## config.mk

```make
export PLATFORM = sky130hd
export DESIGN_NAME = bus_addr_sender
export DESIGN_NICKNAME = d
export VERILOG_FILES = /design/src/rtl/bus_addr_sender_pkg.sv /design/src/rtl/bus_addr_sender_echo_timer.sv /design/src/rtl/bus_addr_sender.sv
export SDC_FILE = /design/constraint.sdc
export NUM_CORES = 1
export LEC_CHECK = 0
export ABC_AREA = 1
export ABC_CLOCK_PERIOD_IN_PS = 2000
export CAP_MARGIN = 20
export CORE_UTILIZATION = 50
export CTS_BUF_LIST = sky130_fd_sc_hd__clkbuf_4
export CTS_CLUSTER_DIAMETER = 150
export DETAILED_ROUTE_END_ITERATION = 10
export GPL_ROUTABILITY_DRIVEN = 0
export GPL_TIMING_DRIVEN = 0
export PLACE_DENSITY = 0.74
export SYNTH_ARGS = -nofsm -noshare
export SYNTH_HDL_FRONTEND = slang
export SYNTH_SLANG_ARGS = --single-unit
```

## constraint.sdc

```tcl
create_clock -name clk -period 2 [get_ports clk]
set_clock_uncertainty 0.2 [all_clocks]
set_input_delay 0.3 -clock clk [delete_from_list [all_inputs] [get_ports clk]]
set_output_delay 0.3 -clock clk [all_outputs]
set_load 0.02 [all_outputs]
```

## src/rtl/bus_addr_sender_pkg.sv

```systemverilog
// Shared types and constants for the address sender and its echo timer.
// Latency: n/a (types, constants and a pure frame-building function).
// Backpressure: n/a.
package bus_addr_sender_pkg;

    // Controller states; any code outside this set falls back to IDLE.
    typedef enum logic [2:0] {
        IDLE      = 3'd0,
        LOAD      = 3'd1,
        SEND      = 3'd2,
        WAIT_ECHO = 3'd3,
        DONE      = 3'd4,
        ERR       = 3'd5
    } state_t;

    // Top two bits of every transmitted byte mark it as an address frame.
    localparam logic [1:0] OPCODE_PREFIX = 2'b10;

    // Four nibbles per 16-bit address, so the nibble index is two bits.
    localparam int IDX_W = 2;
    localparam logic [IDX_W-1:0] IDX_LAST = 2'd3;

    // Frame layout: {prefix, nibble index, nibble value}.
    function automatic logic [7:0] make_frame(input logic [IDX_W-1:0] idx,
                                              input logic [15:0]      addr);
        return {OPCODE_PREFIX, idx, addr[{idx, 2'b00} +: 4]};
    endfunction

endpackage

```

## src/rtl/bus_addr_sender_echo_timer.sv

```systemverilog
// Echo timer: counts WAIT_ECHO cycles and flags when the echo window has run out.
// Latency: expired asserts on the TIMEOUT_CYCLES-th enabled cycle after clear.
// Backpressure: none; the count saturates at its terminal value and never wraps.
// Ports: clk/rst_n (sync, active-low), clear (zero the count), enable (count this cycle),
//        expired (count has reached TIMEOUT_CYCLES-1).
module echo_timer #(
    parameter int TIMEOUT_CYCLES = 100000
) (
    input  logic clk,
    input  logic rst_n,
    input  logic clear,
    input  logic enable,
    output logic expired
);
    import bus_addr_sender_pkg::*;

    // A one-cycle timeout still needs a 1-bit counter to be legal.
    localparam int CW = (TIMEOUT_CYCLES > 1) ? $clog2(TIMEOUT_CYCLES) : 1;
    localparam logic [CW-1:0] LAST = CW'(TIMEOUT_CYCLES - 1);

    logic [CW-1:0] count;

    always_ff @(posedge clk) begin
        if (!rst_n) begin
            count <= '0;
        end else if (clear) begin
            count <= '0;
        end else if (enable && (count != LAST)) begin
            count <= count + CW'(1);
        end
    end

    assign expired = (count == LAST);

endmodule

```

## src/rtl/bus_addr_sender.sv

```systemverilog
// Sends a 16-bit address as four nibble frames over a UART, checking each echo.
// Latency: start to first tx_en is 3 cycles when the transmitter is free.
// Backpressure: waits in SEND while tx_busy; resends on bad/missing echo, err after RETRY_MAX.
// Ports: clk/rst_n (sync, active-low); start/addr_in request; busy/done/err status;
//        tx_data/tx_en/tx_busy to the transmitter; rx_data/rx_en from the receiver.
module bus_addr_sender
    import bus_addr_sender_pkg::*;
#(
    parameter int TIMEOUT_CYCLES = 100000,
    parameter int RETRY_MAX      = 3
) (
    input  logic        clk,
    input  logic        rst_n,
    input  logic        start,
    input  logic [15:0] addr_in,
    output logic        busy,
    output logic        done,
    output logic        err,
    output logic [7:0]  tx_data,
    output logic        tx_en,
    input  logic        tx_busy,
    input  logic [7:0]  rx_data,
    input  logic        rx_en
);

    localparam int RW = (RETRY_MAX > 0) ? $clog2(RETRY_MAX + 1) : 1;
    localparam logic [RW-1:0] RETRY_LIM = RW'(RETRY_MAX);

    state_t           state, state_nxt;
    logic [IDX_W-1:0] idx, idx_nxt;
    logic [RW-1:0]    retry, retry_nxt;
    logic [15:0]      addr, addr_nxt;
    logic [7:0]       tx_data_nxt;
    logic             tx_en_nxt;
    logic             timer_clear, timer_en, timer_expired;
    logic             attempt_fail;

    echo_timer #(
        .TIMEOUT_CYCLES(TIMEOUT_CYCLES)
    ) u_echo_timer (
        .clk    (clk),
        .rst_n  (rst_n),
        .clear  (timer_clear),
        .enable (timer_en),
        .expired(timer_expired)
    );

    always_comb begin
        state_nxt    = state;
        idx_nxt      = idx;
        retry_nxt    = retry;
        addr_nxt     = addr;
        tx_data_nxt  = tx_data;
        tx_en_nxt    = 1'b0;
        timer_clear  = 1'b0;
        timer_en     = 1'b0;
        attempt_fail = 1'b0;

        case (state)
            IDLE: begin
                if (start) begin
                    addr_nxt  = addr_in;
                    idx_nxt   = '0;
                    retry_nxt = '0;
                    state_nxt = LOAD;
                end
            end
            LOAD: begin
                tx_data_nxt = make_frame(idx, addr);
                timer_clear = 1'b1;
                state_nxt   = SEND;
            end
            SEND: begin
                if (!tx_busy) begin
                    tx_en_nxt = 1'b1;
                    state_nxt = WAIT_ECHO;
                end
            end
            WAIT_ECHO: begin
                timer_en = 1'b1;
                // An echo arriving on the expiry cycle wins over the timeout.
                if (rx_en) begin
                    if (rx_data == tx_data) begin
                        if (idx == IDX_LAST) begin
                            state_nxt = DONE;
                        end else begin
                            idx_nxt   = idx + 1'b1;
                            retry_nxt = '0;
                            state_nxt = LOAD;
                        end
                    end else begin
                        attempt_fail = 1'b1;
                    end
                end else if (timer_expired) begin
                    attempt_fail = 1'b1;
                end

                if (attempt_fail) begin
                    if (retry < RETRY_LIM) begin
                        retry_nxt = retry + RW'(1);
                        state_nxt = LOAD;
                    end else begin
                        state_nxt = ERR;
                    end
                end
            end
            DONE:    state_nxt = IDLE;
            ERR:     state_nxt = IDLE;
            default: state_nxt = IDLE;
        endcase
    end

    // Status outputs are registered from the next state so they line up
    // exactly with the state they describe.
    always_ff @(posedge clk) begin
        if (!rst_n) begin
            state   <= IDLE;
            idx     <= '0;
            retry   <= '0;
            addr    <= '0;
            tx_data <= '0;
            tx_en   <= 1'b0;
            busy    <= 1'b0;
            done    <= 1'b0;
            err     <= 1'b0;
        end else begin
            state   <= state_nxt;
            idx     <= idx_nxt;
            retry   <= retry_nxt;
            addr    <= addr_nxt;
            tx_data <= tx_data_nxt;
            tx_en   <= tx_en_nxt;
            busy    <= (state_nxt == LOAD) || (state_nxt == SEND) || (state_nxt == WAIT_ECHO);
            done    <= (state_nxt == DONE);
            err     <= (state_nxt == ERR);
        end
    end

endmodule

```

==> key figures, run 1 <==
Floorplanning
  – Row count: 26
  – Full die area: 5919 sq um
  – Core region area: between 5000 and 6000 sq um
  – Die W: 76.94 um
  – I/O Pins: 41
  – Starting Density: 0.5328
  – Die height: 76.94 um

Yosys
  – #FFs+latches synth: 51
  – Synthesized area: 2808 sq um
  – Syn Area/Cell: slightly below 7 sq um
  – Seq/Total Area, Yosys: 0.3636
  – Synth Net Count: 448
  – Synth cell count leaders: nand2_1 (87), nor2_1 (66), dfxtp_1 (51), inv_1 (50), o21ai_0 (30)
  – Post-Syn Instances: 416
  – Synth area leaders: dfxtp_1 (36%), nand2_1 (12%), nor2_1 (8.8%)
  – Yosys top cell by area: dfxtp_1
  – Number of synthesized flops with an enable pin: 0
  – Most numerous cell in the Yosys netlist: nand2_1
  – Share of the synthesized area in the top cell type: 0.3636
  – Top_reg_cell synth: dfxtp_1
  – Asr flop ratio synth: 0
  – Unique masters post-synth: 39
  – Total of warnings raised by yosys: 0

Global routing
  – All-Layer GR Usage: 0.2254
  – Total congestion overflow: 0
  – Largest net degree at the start of global routing: 17
  – Global-route wire length before repair: roughly 11,000 um
  – Vias in the first global route: 2,441
  – Initial antenna violation count: 0

Setup path
  – CP Class: reg2out
  – Crit path from: tx_data[0]$_SDFFE_PN0P_
  – Worst setup SP type: flop
  – Arrival time worst endpoint: between 1 and 1.5 ns
  – CP top delay family: buffers and inverters
  – CP bufs+invs: 1
  – Crit path largest cell delay: 0.63 ns
  – Reg2Reg Depth: 10
  – Critical path cell sequence: clkdlybuf4s50_1
  – Critical R2R Capture: retry[0]$_SDFFE_PN0P_
  – R2r startpoint: u_echo_timer.count[0]$_SDFFE_PP0P_
  – Max stage delay cell, worst path: clkdlybuf4s50_1
  – Critical Path RT: 1.50 ns
  – CP endpoint kind: output port
  – R2R setup slack: 0.16 ns
  – Critical path endpoint: tx_data[0]
  – Worst path depth: 1
  – Maximum fanout along the worst path: 4

Clock tree
  – Worst-Skew Late Latency: 0.38 ns
  – CTS Buffer Depth: 2
  – CTS Hold Bufs: 0
  – Post_cts resized: 0
  – Clock-pin slew on the worst setup and hold paths: 0.16 ns
  – TritonCTS Buffers: 5
  – Root Buffer Master: clkbuf_4
  – Post-CTS setup buffers: 0
  – # clock sinks: 51
  – CTS tree: done
  – CTS H-tree depth: 2

Min path
  – Tightest Hold Check Type: in2reg
  – Worst hold stages: 2

Drt
  – Top Layer Used: met4
  – Iter 0 DRT Violations: 109
  – Met2 wire len: 2648 um
  – Drt via density: 4.947
  – Final ANT Viol Nets: 0
  – Metal3 WL: 256 um
  – Vias: 2,637
  – Met1 wire length: 3066 um
  – DRC: 0
  – Drt pass-1 iters: 4
  – Final WL: 6059 um
  – Routed len/inst: 11.37 um

Placement
  – Pre-CTS WS: -0.1046 ns
  – Post-DP HPWL: 4693 um
  – IO Port Bufs: 39

STA
  – Setup Viol. Count Final: 0
  – Setup TNS Final: 0 ns
  – Slew @ Worst Pin: 0.5154 ns
  – RSZ-0062 raised after global routing: no
  – Final Hold Fails: 0
  – Tmin final: ~1.9 ns
  – Slew HR: 0.6564
  – Max Clk Rate: just over 0.5 GHz
  – Hold Slack: 0.2695 ns
  – Slew Viols, Final: 0
  – Final Cycle Share: 0.9713
  – PnR worst setup slack: 0.05744 ns

Power and ir drop
  – Seq pwr share: 0.538
  – Sw Share: 0.3229
  – NetSw: 682.0 uW
  – PwrDens: 631.8 nW/um^2
  – Total power: 2.112 mW
  – Cell-internal power: 1.430 mW
  – Max VDD drop: 0.0004759 V
  – Clock share of power: 0.227
  – Pleak: 1.395 nW
  – Combinational share of power: 0.235

Run status
  – Status: finished, final reports clean

Layout
  – ANT cells: 0
  – Layout cell share with drive strength beyond 1: 0.1123
  – Layout area overhead: 19.07%
  – Layout Nets: 494

Run
  – Max Cap Viol: 0
[registers in the layout (all words and copies together) (netlist names)]
name,cells
tx_data,7
done,1
u_echo_timer.count,17
state,3
tx_en,1
retry,2
idx,2
busy,1
err,1
addr,16
[final cells by class]
| type | instances | area, sq um |
|---|---|---|
| plain buffers | 11 | 55.05 |
| fillers | 503 | 1927 |
| repair buffers | 39 | 392.9 |
| inverters | 63 | 245.2 |
| multi-input cells | 291 | 1486 |
| flip-flops and latches | 51 | 1021 |
| clock buffers | 5 | 37.54 |
| well taps | 70 | 87.58 |
| clock inverters | 3 | 17.52 |
[per-stage QoR]
stage,instance area [sq um],util,instances
floorplan,2808,-,416
global placement,3286,0.6235,525
detailed placement,3286,0.6235,525
CTS,3341,0.6339,533
global route,3343,0.6344,533
finish,3343,0.6344,533
[layer usage]
layer  global-route usage  up-vias
li1                     -     1417
met1               0.2957     1150
met2               0.3723       60
met3              0.03333       10
met4              0.08269        0
met5                    0        -
[cells by family after synthesis]
group / synth area share
XOR/XNOR: 0.02495
adder cells (fa/ha/maj): 0.01337
flip-flops: 0.3636
other: 0.001336
buffers and inverters: 0.1069
AO/OA/AOI/OAI: 0.1364
AND/OR/NAND/NOR: 0.3534
[placed cells by master, fill, tap and decap left out, types with 6 or more instances in the layout]
cell type        synthesis  layout
a21oi_1                 23      23
clkbuf_1                 6       6
clkdlybuf4s50_1          0      38
dfxtp_1                 51      51
inv_1                   50      50
inv_2                    9       9
nand2_1                 87      87
nand3_1                 14      14
nand4_1                 10      10
nor2_1                  66      66
nor3_1                   6       6
o21ai_0                 30      30
o21ai_1                  7       7
[power groups by stage]
stage | sequential (mW) | combinational [mW] | clock [mW]
2_1_floorplan | 1.17 | 0.301 | 0
3_3_place_gp | 1.16 | 0.488 | 0
3_5_place_dp | 1.16 | 0.495 | 0
4_1_cts | 1.14 | 0.497 | 0.491
5_1_grt | 1.15 | 0.562 | 0.534
6_report | 1.14 | 0.496 | 0.479
[how the worst min path moves through the flow]
stage | start | endpoint | slack, ns
3_3_place_gp | addr[4]$_SDFFE_PN0P_ | addr[4]$_SDFFE_PN0P_ | 0.26
4_1_cts | tx_busy | tx_en$_SDFF_PN0_ | 0.26
5_1_grt | tx_busy | tx_en$_SDFF_PN0_ | 0.27
2_1_floorplan | tx_busy | tx_en$_SDFF_PN0_ | 0.18
6_report | tx_busy | tx_en$_SDFF_PN0_ | 0.27
3_5_place_dp | addr[4]$_SDFFE_PN0P_ | addr[4]$_SDFFE_PN0P_ | 0.27
Power figures use the tool's default switching activity.
==> run 2, diff against run 1 <==
--- a/config.mk
+++ b/config.mk
@@ -11,6 +11,7 @@
 export CORE_UTILIZATION = 50
 export CTS_BUF_LIST = sky130_fd_sc_hd__clkbuf_4
 export CTS_CLUSTER_DIAMETER = 150
+export CTS_CLUSTER_SIZE = 40
 export DETAILED_ROUTE_END_ITERATION = 10
 export GPL_ROUTABILITY_DRIVEN = 0
 export GPL_TIMING_DRIVEN = 0
==> results of run 2 <==
No change in the layout: final DEF, timing and power equal those of run 1.
